`src/rtl/uart_pkg.sv`:
```
`default_nettype none
// ============================================================================
//  Module      : uart_pkg
//  Description : Shared constants for the configurable UART transmitter:
//                FSM state encoding, parity-mode selectors and the helper
//                functions used to size the bit-period divider.
//  Ports       : none (package)
//  Revision    : 1.0 - initial release
// ============================================================================
package uart_pkg;

   // Transmitter FSM encoding (six states, three bits).
   localparam int         STATE_W     = 3;
   localparam logic [2:0] c_ST_IDLE   = 3'd0;
   localparam logic [2:0] c_ST_FETCH  = 3'd1;
   localparam logic [2:0] c_ST_START  = 3'd2;
   localparam logic [2:0] c_ST_DATA   = 3'd3;
   localparam logic [2:0] c_ST_PARITY = 3'd4;
   localparam logic [2:0] c_ST_STOP   = 3'd5;

   // Parity-mode selectors for the PARITY parameter.
   localparam int PAR_NONE = 0;
   localparam int PAR_ODD  = 1;
   localparam int PAR_EVEN = 2;

   // Ceiling log2; clog2(1) = 0, clog2(16) = 4, clog2(17) = 5.
   function automatic int clog2(input int value);
      int v;
      int r;
      r = 0;
      if (value > 1) begin
         v = value - 1;
         while (v > 0) begin
            r = r + 1;
            v = v >> 1;
         end
      end
      return r;
   endfunction

   // Width of a counter that must hold 0..div-1 (never narrower than 1 bit).
   function automatic int div_width(input int div);
      return (clog2(div) < 1) ? 1 : clog2(div);
   endfunction

   // Rounded clocks-per-bit; 0 flags an unusable baud rate.
   function automatic int calc_div(input longint clk_hz, input longint baud);
      if (baud <= 0) begin
         return 0;
      end
      return int'((clk_hz + (baud / 2)) / baud);
   endfunction

endpackage : uart_pkg
`default_nettype wire

```
`src/rtl/uart_baud_gen.sv`:
```
`default_nettype none
// ============================================================================
//  Module      : uart_baud_gen
//  Description : Bit-period counter producing a one-cycle clock-enable tick
//                every DIV cycles. i_restart holds the count at zero so the
//                first tick after release lands exactly DIV cycles later.
//  Ports       : clk       - system clock
//                rst       - synchronous active-high reset
//                i_restart - synchronous counter restart
//                o_tick    - high for one cycle at the end of each period
//  Revision    : 1.0 - initial release
// ============================================================================
module uart_baud_gen #(
   parameter int DIV   = 16,
   parameter int CNT_W = 4
) (
   input  logic clk,
   input  logic rst,
   input  logic i_restart,
   output logic o_tick
);

   localparam logic [CNT_W-1:0] c_LAST = CNT_W'(DIV - 1);

   logic [CNT_W-1:0] r_cnt;
   logic             w_at_last;

   assign w_at_last = (r_cnt == c_LAST);

   always_ff @(posedge clk) begin
      if (rst || i_restart) begin
         r_cnt <= '0;
      end else if (w_at_last) begin
         r_cnt <= '0;
      end else begin
         r_cnt <= r_cnt + 1'b1;
      end
   end

   // A restart in the same cycle as the terminal count wins over the tick.
   assign o_tick = w_at_last && !i_restart;

endmodule : uart_baud_gen
`default_nettype wire

```
`src/rtl/uart_tx_cfg.sv`:
```
`default_nettype none
// ============================================================================
//  Module      : uart_tx_cfg
//  Description : Parameterised UART transmitter fed from a FIFO with a
//                one-cycle read latency. Frame = start, DATA_BITS data (LSB
//                first), optional parity, STOP_BITS stop bits. Back-to-back
//                frames are fetched at stop end with a 2-cycle line gap.
//  Ports       : clk       - system clock (rising edge)
//                rst       - synchronous active-high reset
//                readEn    - FIFO pop strobe (registered, one cycle)
//                dout      - FIFO read data, valid the cycle after readEn
//                empty     - FIFO empty flag
//                txData    - serial line, idle high (registered)
//                busy      - high from pop until end of last stop bit
//                frameDone - one-cycle pulse at end of each frame
//  Revision    : 1.0 - initial release
// ============================================================================
module uart_tx_cfg
   import uart_pkg::*;
#(
   parameter int CLK_HZ    = 50000000,
   parameter int BAUD_RATE = 9600,
   parameter int DATA_BITS = 8,
   parameter int PARITY    = 0,
   parameter int STOP_BITS = 1
) (
   input  logic                 clk,
   input  logic                 rst,
   output logic                 readEn,
   input  logic [DATA_BITS-1:0] dout,
   input  logic                 empty,
   output logic                 txData,
   output logic                 busy,
   output logic                 frameDone
);

   localparam int DIV   = calc_div(longint'(CLK_HZ), longint'(BAUD_RATE));
   localparam int CNT_W = div_width(DIV);

   localparam logic [3:0] c_LAST_BIT  = 4'(DATA_BITS - 1);
   localparam logic       c_LAST_STOP = 1'(STOP_BITS - 1);

   // ------------------------------------------------------------------------
   // Elaboration-time parameter guard
   // ------------------------------------------------------------------------
   if ((CLK_HZ <= 0) || (BAUD_RATE <= 0) || (DIV < 2) ||
       (DATA_BITS < 5) || (DATA_BITS > 9) ||
       ((PARITY != PAR_NONE) && (PARITY != PAR_ODD) && (PARITY != PAR_EVEN)) ||
       ((STOP_BITS != 1) && (STOP_BITS != 2))) begin : g_param_check
      $error("uart_tx_cfg: illegal parameter combination");
   end

   // ------------------------------------------------------------------------
   // State and datapath registers
   // ------------------------------------------------------------------------
   logic [STATE_W-1:0]   r_state;
   logic [DATA_BITS-1:0] r_shift;
   logic [3:0]           r_bitCnt;
   logic                 r_stopCnt;
   logic                 r_parity;
   logic                 r_txData;
   logic                 r_readEn;
   logic                 r_busy;
   logic                 r_frameDone;

   logic                 w_restart;
   logic                 w_tick;
   logic                 w_parity;

   // Holding the divider in reset through FETCH makes the start bit exactly
   // DIV cycles long, independent of where the free-running count was.
   assign w_restart = (r_state == c_ST_FETCH);

   // Parity covers the data bits only. Odd mode inverts the XOR so the total
   // number of ones (data + parity) comes out odd.
   assign w_parity = (PARITY == PAR_ODD) ? ~(^dout) : (^dout);

   uart_baud_gen #(
      .DIV   (DIV),
      .CNT_W (CNT_W)
   ) u_baud_gen (
      .clk       (clk),
      .rst       (rst),
      .i_restart (w_restart),
      .o_tick    (w_tick)
   );

   // ------------------------------------------------------------------------
   // Transmit FSM
   // ------------------------------------------------------------------------
   always_ff @(posedge clk) begin
      if (rst) begin
         r_state     <= c_ST_IDLE;
         r_shift     <= '0;
         r_bitCnt    <= '0;
         r_stopCnt   <= 1'b0;
         r_parity    <= 1'b0;
         r_txData    <= 1'b1;
         r_readEn    <= 1'b0;
         r_busy      <= 1'b0;
         r_frameDone <= 1'b0;
      end else begin
         r_readEn    <= 1'b0;
         r_frameDone <= 1'b0;

         case (r_state)
            c_ST_IDLE: begin
               r_txData <= 1'b1;
               if (!empty) begin
                  r_readEn <= 1'b1;
                  r_busy   <= 1'b1;
                  r_state  <= c_ST_FETCH;
               end
            end

            // Two cycles: the first is the pop itself (readEn high), the
            // second is when the FIFO presents the popped word on dout.
            c_ST_FETCH: begin
               if (!r_readEn) begin
                  r_shift   <= dout;
                  r_parity  <= w_parity;
                  r_bitCnt  <= '0;
                  r_stopCnt <= 1'b0;
                  r_txData  <= 1'b0;
                  r_state   <= c_ST_START;
               end
            end

            c_ST_START: begin
               if (w_tick) begin
                  r_txData <= r_shift[0];
                  r_shift  <= r_shift >> 1;
                  r_state  <= c_ST_DATA;
               end
            end

            c_ST_DATA: begin
               if (w_tick) begin
                  if (r_bitCnt == c_LAST_BIT) begin
                     if (PARITY != PAR_NONE) begin
                        r_txData <= r_parity;
                        r_state  <= c_ST_PARITY;
                     end else begin
                        r_txData <= 1'b1;
                        r_state  <= c_ST_STOP;
                     end
                  end else begin
                     r_bitCnt <= r_bitCnt + 4'd1;
                     r_txData <= r_shift[0];
                     r_shift  <= r_shift >> 1;
                  end
               end
            end

            c_ST_PARITY: begin
               if (w_tick) begin
                  r_txData <= 1'b1;
                  r_state  <= c_ST_STOP;
               end
            end

            // Stop end: frameDone and, if more data waits, the next pop go
            // out together so busy never drops between chained frames.
            c_ST_STOP: begin
               if (w_tick) begin
                  if (r_stopCnt == c_LAST_STOP) begin
                     r_frameDone <= 1'b1;
                     r_stopCnt   <= 1'b0;
                     if (!empty) begin
                        r_readEn <= 1'b1;
                        r_state  <= c_ST_FETCH;
                     end else begin
                        r_busy  <= 1'b0;
                        r_state <= c_ST_IDLE;
                     end
                  end else begin
                     r_stopCnt <= r_stopCnt + 1'b1;
                  end
               end
            end

            default: begin
               r_txData <= 1'b1;
               r_busy   <= 1'b0;
               r_state  <= c_ST_IDLE;
            end
         endcase
      end
   end

   assign txData    = r_txData;
   assign readEn    = r_readEn;
   assign busy      = r_busy;
   assign frameDone = r_frameDone;

endmodule : uart_tx_cfg
`default_nettype wire

```
`config.mk`:
```
export PLATFORM = sky130hd
export DESIGN_NAME = uart_tx_cfg
export DESIGN_NICKNAME = d
export VERILOG_FILES = /design/src/rtl/uart_pkg.sv /design/src/rtl/uart_baud_gen.sv /design/src/rtl/uart_tx_cfg.sv
export SDC_FILE = /design/constraint.sdc
export NUM_CORES = 1
export LEC_CHECK = 0
export BUFFER_PORTS_ARGS = -buffer_cell sky130_fd_sc_hd__buf_2
export CORE_MARGIN = 2
export CORE_UTILIZATION = 25
export CTS_BUF_LIST = sky130_fd_sc_hd__clkbuf_16
export DETAILED_ROUTE_END_ITERATION = 6
export PLACE_DENSITY = 0.38
export SYNTH_ARGS = -nofsm -noshare
export SYNTH_HDL_FRONTEND = slang
export SYNTH_SLANG_ARGS = --single-unit
```
`constraint.sdc`:
```
create_clock -name clk -period 5.1 [get_ports clk]
set_clock_uncertainty 0.05 [all_clocks]
set_input_delay 0.51 -clock clk [delete_from_list [all_inputs] [get_ports clk]]
set_output_delay 0.51 -clock clk [all_outputs]
set_load 0.01 [all_outputs]
```
Word level (Yosys, flattened, before mapping)
Cells that the tools add are included.

word-level totals
  register bits = 33
  word-level logic and storage cells = 86
  bits of input ports = 11
  output and inout port bits = 4

operators by class
  $add $sub $neg = 3
  muxes and demuxes = 38
  bitwise logic cells = 3
  eq/ne operators = 17
  reduce and logical (&&, ||, !) cells = 16

operators with widths
  operator                                                                 count
  8-bit two-way mux                                                        4
  3-bit two-way mux                                                        8
  8-bit one-hot mux with 3 select lines                                    1
  3-bit one-hot mux with 6 select lines                                    1
  1-bit two-way mux                                                        16
  5-bit AND reduction                                                      3
  13-bit by 1-bit adder with 13-bit output, second input constant          1
  13-bit == test, second input constant                                    1
  4-bit two-way mux                                                        3
  2-bit inequality test, second input constant                             6
  2-bit by 1-bit inequality test with 1-bit output, second input constant  4
  4-bit one-hot mux with 2 select lines                                    1
  8-bit AND reduction                                                      1
  3-bit by 2-bit == test with 1-bit output, second input constant          2
  3-bit == test, second input constant                                     2
  1-bit one-hot mux with 5 select lines                                    1
  4-bit by 1-bit adder with 4-bit output, second input constant            1
  4-bit by 3-bit == test with 1-bit output, second input constant          1
  1-bit one-hot mux with 2 select lines                                    2
  4-bit AND reduction                                                      1
  2-bit nonzero test                                                       2
  4-bit OR reduction                                                       1
  3-bit by 1-bit == test with 1-bit output, second input constant          1
  3-bit logical NOT                                                        1
  10 further kinds                                                         12

Longest topological paths before layout
  depth in word-level cells = 5
  depth in mapped cells = 7
  mapped depth without buffers = 6

By module
A second synthesis with hierarchy kept.

second synthesis, totals
  cell total of the unflattened synthesis = 189
  area, all modules = 1694.1 µm²

by module, submodules not included
  module         instances  area each (µm²)  cells an instance  seq. area each (µm²)
  uart_tx_cfg    1          1028.5           116                380.4
  uart_baud_gen  1          665.6            73                 260.2

Worst setup path before layout
Ideal clock, no wire load.

  path type = register to register
  from = register u_baud_gen.r_cnt[0]
  to = register r_shift[3]
  slack = 3.237 ns
  cell stages (with the launch flop) = 8
  arrival time = 1.725 ns
  path buffers = 1
  data required time = 4.962 ns
  setup time = 0.088 ns
  path through = dfxtp_1 > ha_1 > and4b_1 > nand3_4 > a221oi_4 > buf_6 > nor2_2 > a311oi_2

between the ends
  longest elaborated chain between the ends = 4
  elaborated cells on any way between the ends = 5
  classes of those cells = 3 x eq/ne; 2 x reduce/logical

RTL lines
  element                                                            line                 RTL
  start, declared                                                    uart_baud_gen.sv:25  logic [CNT_W-1:0] r_cnt;
  start signal, assigned                                             uart_baud_gen.sv:36  r_cnt <= r_cnt + 1'b1;
  13-bit == test (*)                                                 uart_baud_gen.sv:28  assign w_at_last = (r_cnt == c_LAST);
  1-bit logical AND (*)                                              uart_baud_gen.sv:41  assign o_tick = w_at_last && !i_restart;
  2-bit by 1-bit inequality test with 1-bit output (no source line)  n/a
  5-bit AND reduction (no source line) (*)                           n/a
  end signal, assigned                                               uart_tx_cfg.sv:120   r_shift <= dout;
  end signal, assigned                                               uart_tx_cfg.sv:132   r_shift <= r_shift >> 1;
  end signal, assigned                                               uart_tx_cfg.sv:150   r_shift <= r_shift >> 1;
  end, declared                                                      uart_tx_cfg.sv:57    logic [DATA_BITS-1:0] r_shift;

Mark *: on every way between the ends. The rest lies on a longest branch, timed or not.
A chain may end at the register's enable or synchronous reset.

Final worst setup path
  from = register r_state[1]
  to = register r_shift[1]

between the ends
  longest elaborated chain between the ends = 5
  elaborated cells on any way between the ends = 12
  classes of those cells = 7 x eq/ne; 1 x mux; 4 x reduce/logical

RTL lines
  element                                                            line                                   RTL
  start, declared                                                    uart_tx_cfg.sv:56                      logic [STATE_W-1:0] r_state;
  start signal, assigned                                             uart_tx_cfg.sv:93                      r_state <= c_ST_IDLE;
  start signal, assigned                                             uart_tx_cfg.sv:112                     r_state <= c_ST_FETCH;
  start signal, assigned                                             uart_tx_cfg.sv:125                     r_state <= c_ST_START;
  3-bit by 1-bit == test with 1-bit output                           uart_tx_cfg.sv:72, uart_tx_cfg.sv:106
  1-bit logical NOT                                                  uart_baud_gen.sv:41
  1-bit logical AND                                                  uart_baud_gen.sv:41
  2-bit by 1-bit inequality test with 1-bit output (no source line)  n/a
  5-bit AND reduction (no source line)                               n/a

Parallel ways exist; a longest one is shown, timed or not.

==> results.toml <==
[pwr]
p_leak_nw = 0.6839
ir_worst_vdd_v = 0.0001768
powerDensity_mw_per_mm2 = 504.0
p_total_mw = 0.9565

[global_route]
overflow = 0
antenna_found_initial = 0
grt_pass1_vias = 1244
gr-usage-all-layers_pct = 10.49
grt_max_degree = 22
grt_pass1_wl_um = 6030

[sta]
slew_viol_final = 0
setup_viol = 0
rsz0062_at_grt = "false"
timing_hold_violations_final = 0
tightestPinTransition_ps = 846.3
tns_ps = 0
postLayoutSetupSlackWorst_ps = 2873
fmax_mhz = 449.1
fin_crit_sh_pct = 43.66
period_needed_ps = 2227
slew_headroom_pct = 43.46

[synth]
yosys_register_bits = 32
yosysWarningCount = 0
ys_seq_area_share_pct = 38.88
synthesis.nets = 209
syn_avg_cell_area_um2 = 8.407
synth_area_mm2 = 0.001648
async_flop_share_pct = 0
synth_edf_count = 0
synth.distinct_cells = 45
syn-instance-count = 196
ys.flop_type = "dfxtp_1"

[outcome]
status = "complete, no violations"

[die]
die_h_um = 85.19
ios = 15
num_rows = 29
die_x_um = 85.19
core_area_mm2 = 0.006350
start_util_pct = 25.95
die_area_mm2 = 0.007256

[hold_path]
holdCritPathClass = "flop to flop"

[finish]
area_growth_pct = 15.19
n_antenna_cell = 0
n_fill_cell = 678
post_route_cells_drive_above_1_share_pct = 16.43
stdcell_area_mm2 = 0.001898
nets = 219

[drt]
route.met3.wl_um = 145
wl_met2_um = 1413
drc = 0
drtAntennaViolNets = 0
drtPass1Iterations = 4
drt-met1-wl_um = 1850
viasPerCell = 4.754
drt_wl_total_um = 3477
avgRoutedWirePerCell_um = 12.24
routed.top_layer = "met4"
drt_first_iter_violations = 116
vias = 1350

[critical_path]
timing.critical_path.buf_inv = 0
crit_slowest_cell = "dfxtp_1"
endpoint_kind = "flop"
cp_cell_sequence = "nor3b_1 > a221oi_4 > nor2_1 > a311oi_1"
cp_max_fo = 21
cp.required_ps = 5240
startpoint_type = "flop"
slowest_delay_ps = 740
cp_data_arrival_time_ps = 2360
crit_type = "flop to flop"
cp_top_family = "compound AO/OA/AOI/OAI gates"

[place]
io_buffer_count = 14
dp_slack_ps = 2855
hpwl_um = 2340
routabilityCongestion = 0.7100
place_area_mm2 = 0.001759

[clock_network]
clockBufferDepth = 2
cts_tree = "built"
h-tree-depth = 2
cts-root-buf = "clkbuf_16"
insertion_delay_ps = 280
cts_sinks = 32
postCtsHoldBufs = 0
clkTransAtPathRegs_ps = 50
postCtsSetupRepairBufs = 0
cts-resized-gates = 0
cts_buffers = 5

[run]
drv_cap = 0
[placed cells by master, fill, tap and decap left out, types with 2 or more instances in the layout]
cell	n
buf_2	14
nor2b_1	2
dfxtp_1	32
clkbuf_16	5
nor2_1	26
nand3b_1	2
nor2_2	2
a211oi_1	2
a21boi_0	2
o21ai_0	7
a311oi_2	2
xnor2_1	6
nor4b_1	2
nand2_1	27
nand2b_1	4
inv_1	3
a21oi_1	11
nand3_1	9
a311oi_1	5
clkinv_2	2
xor2_1	5
ha_1	2
and3_1	5
o211ai_1	3
or3_1	2
nor3_1	6
[routing by layer]
| metal | vias to the layer above | GRT usage, % |
|---|---|---|
| li1 | 713 | - |
| met4 | 0 | 5.195 |
| met5 | - | 0 |
| met3 | 6 | 3.405 |
| met2 | 21 | 14.99 |
| met1 | 610 | 14.13 |
[report_power, final]
part / internal (mW) / total (mW) / switching [mW]
registers: 0.304 / 0.369 / 0.0657
clock network: 0.177 / 0.285 / 0.108
logic: 0.133 / 0.302 / 0.170
total: 0.613 / 0.957 / 0.343
[final cells by class]
class	count	area, µm²	share of cell area (%)
Multi-Input combinational cell	150	940.9	49.57
Sequential cell	32	640.6	33.75
Clock buffer	5	125.1	6.592
Tap cell	77	96.34	5.076
Timing Repair Buffer	14	70.07	3.691
Clock inverter	3	13.76	0.7251
Inverter	3	11.26	0.5933
[worst paths after layout]
kind | startpoint | to | slack [ps] | cells past startpoint
max | r_state[1]$_SDFFE_PP0P_ | r_shift[1]$_SDFFE_PP0P_ | 2870 | 4
min | u_baud_gen.r_cnt[0]$_SDFF_PP0_ | u_baud_gen.r_cnt[0]$_SDFF_PP0_ | 410 | 1
max reg2reg | r_state[1]$_SDFFE_PP0P_ | r_shift[1]$_SDFFE_PP0P_ | 2870 | 4
min reg2reg | u_baud_gen.r_cnt[0]$_SDFF_PP0_ | u_baud_gen.r_cnt[0]$_SDFF_PP0_ | 410 | 1
[cell usage after synthesis, types with 3 or more instances]
| master | n | area, µm² |
|---|---|---|
| nand2b_1 | 4 | 25.02 |
| buf_2 | 5 | 25.02 |
| nand3_1 | 9 | 45.04 |
| o21ai_0 | 7 | 35.03 |
| inv_1 | 3 | 11.26 |
| o211ai_1 | 3 | 22.52 |
| xor2_1 | 5 | 43.79 |
| nand2_1 | 27 | 101.4 |
| clkbuf_1 | 3 | 11.26 |
| and3_1 | 5 | 31.28 |
| xnor2_1 | 6 | 52.55 |
| a311oi_1 | 5 | 43.79 |
| dfxtp_1 | 32 | 640.6 |
| nor2_1 | 26 | 97.59 |
| a21oi_1 | 11 | 55.05 |
| nor3_1 | 6 | 30.03 |
[kinds of logic after synthesis]
group / after synthesis / synth area share [%]
and+or+nand+nor: 97 / 31.13
AOI/OAI and AO/OA: 39 / 17.92
DFF: 32 / 38.88
buffers and inverters: 14 / 4.024
xor gates and xnor gates: 11 / 5.846
adders and majority gates: 2 / 1.518
muxes: 1 / 0.6833
[flip-flops by register name (all words and copies together) (netlist names)]
| name | flops |
|---|---|
| busy | 1 |
| frameDone | 1 |
| r_bitCnt | 4 |
| r_shift | 8 |
| r_state | 3 |
| readEn | 1 |
| txData | 1 |
| u_baud_gen.r_cnt | 13 |
[per-stage QoR]
step	hold slack, ps	instances	utilization, %
6_report	414.8	284	29.89
5_1_grt	431.0	284	29.89
4_1_cts	418.5	284	29.89
3_5_place_dp	406.4	276	27.70
3_3_place_gp	407.0	276	27.70
2_1_floorplan	375.8	196	-
Note: power is estimated with default switching activity, not from simulation.
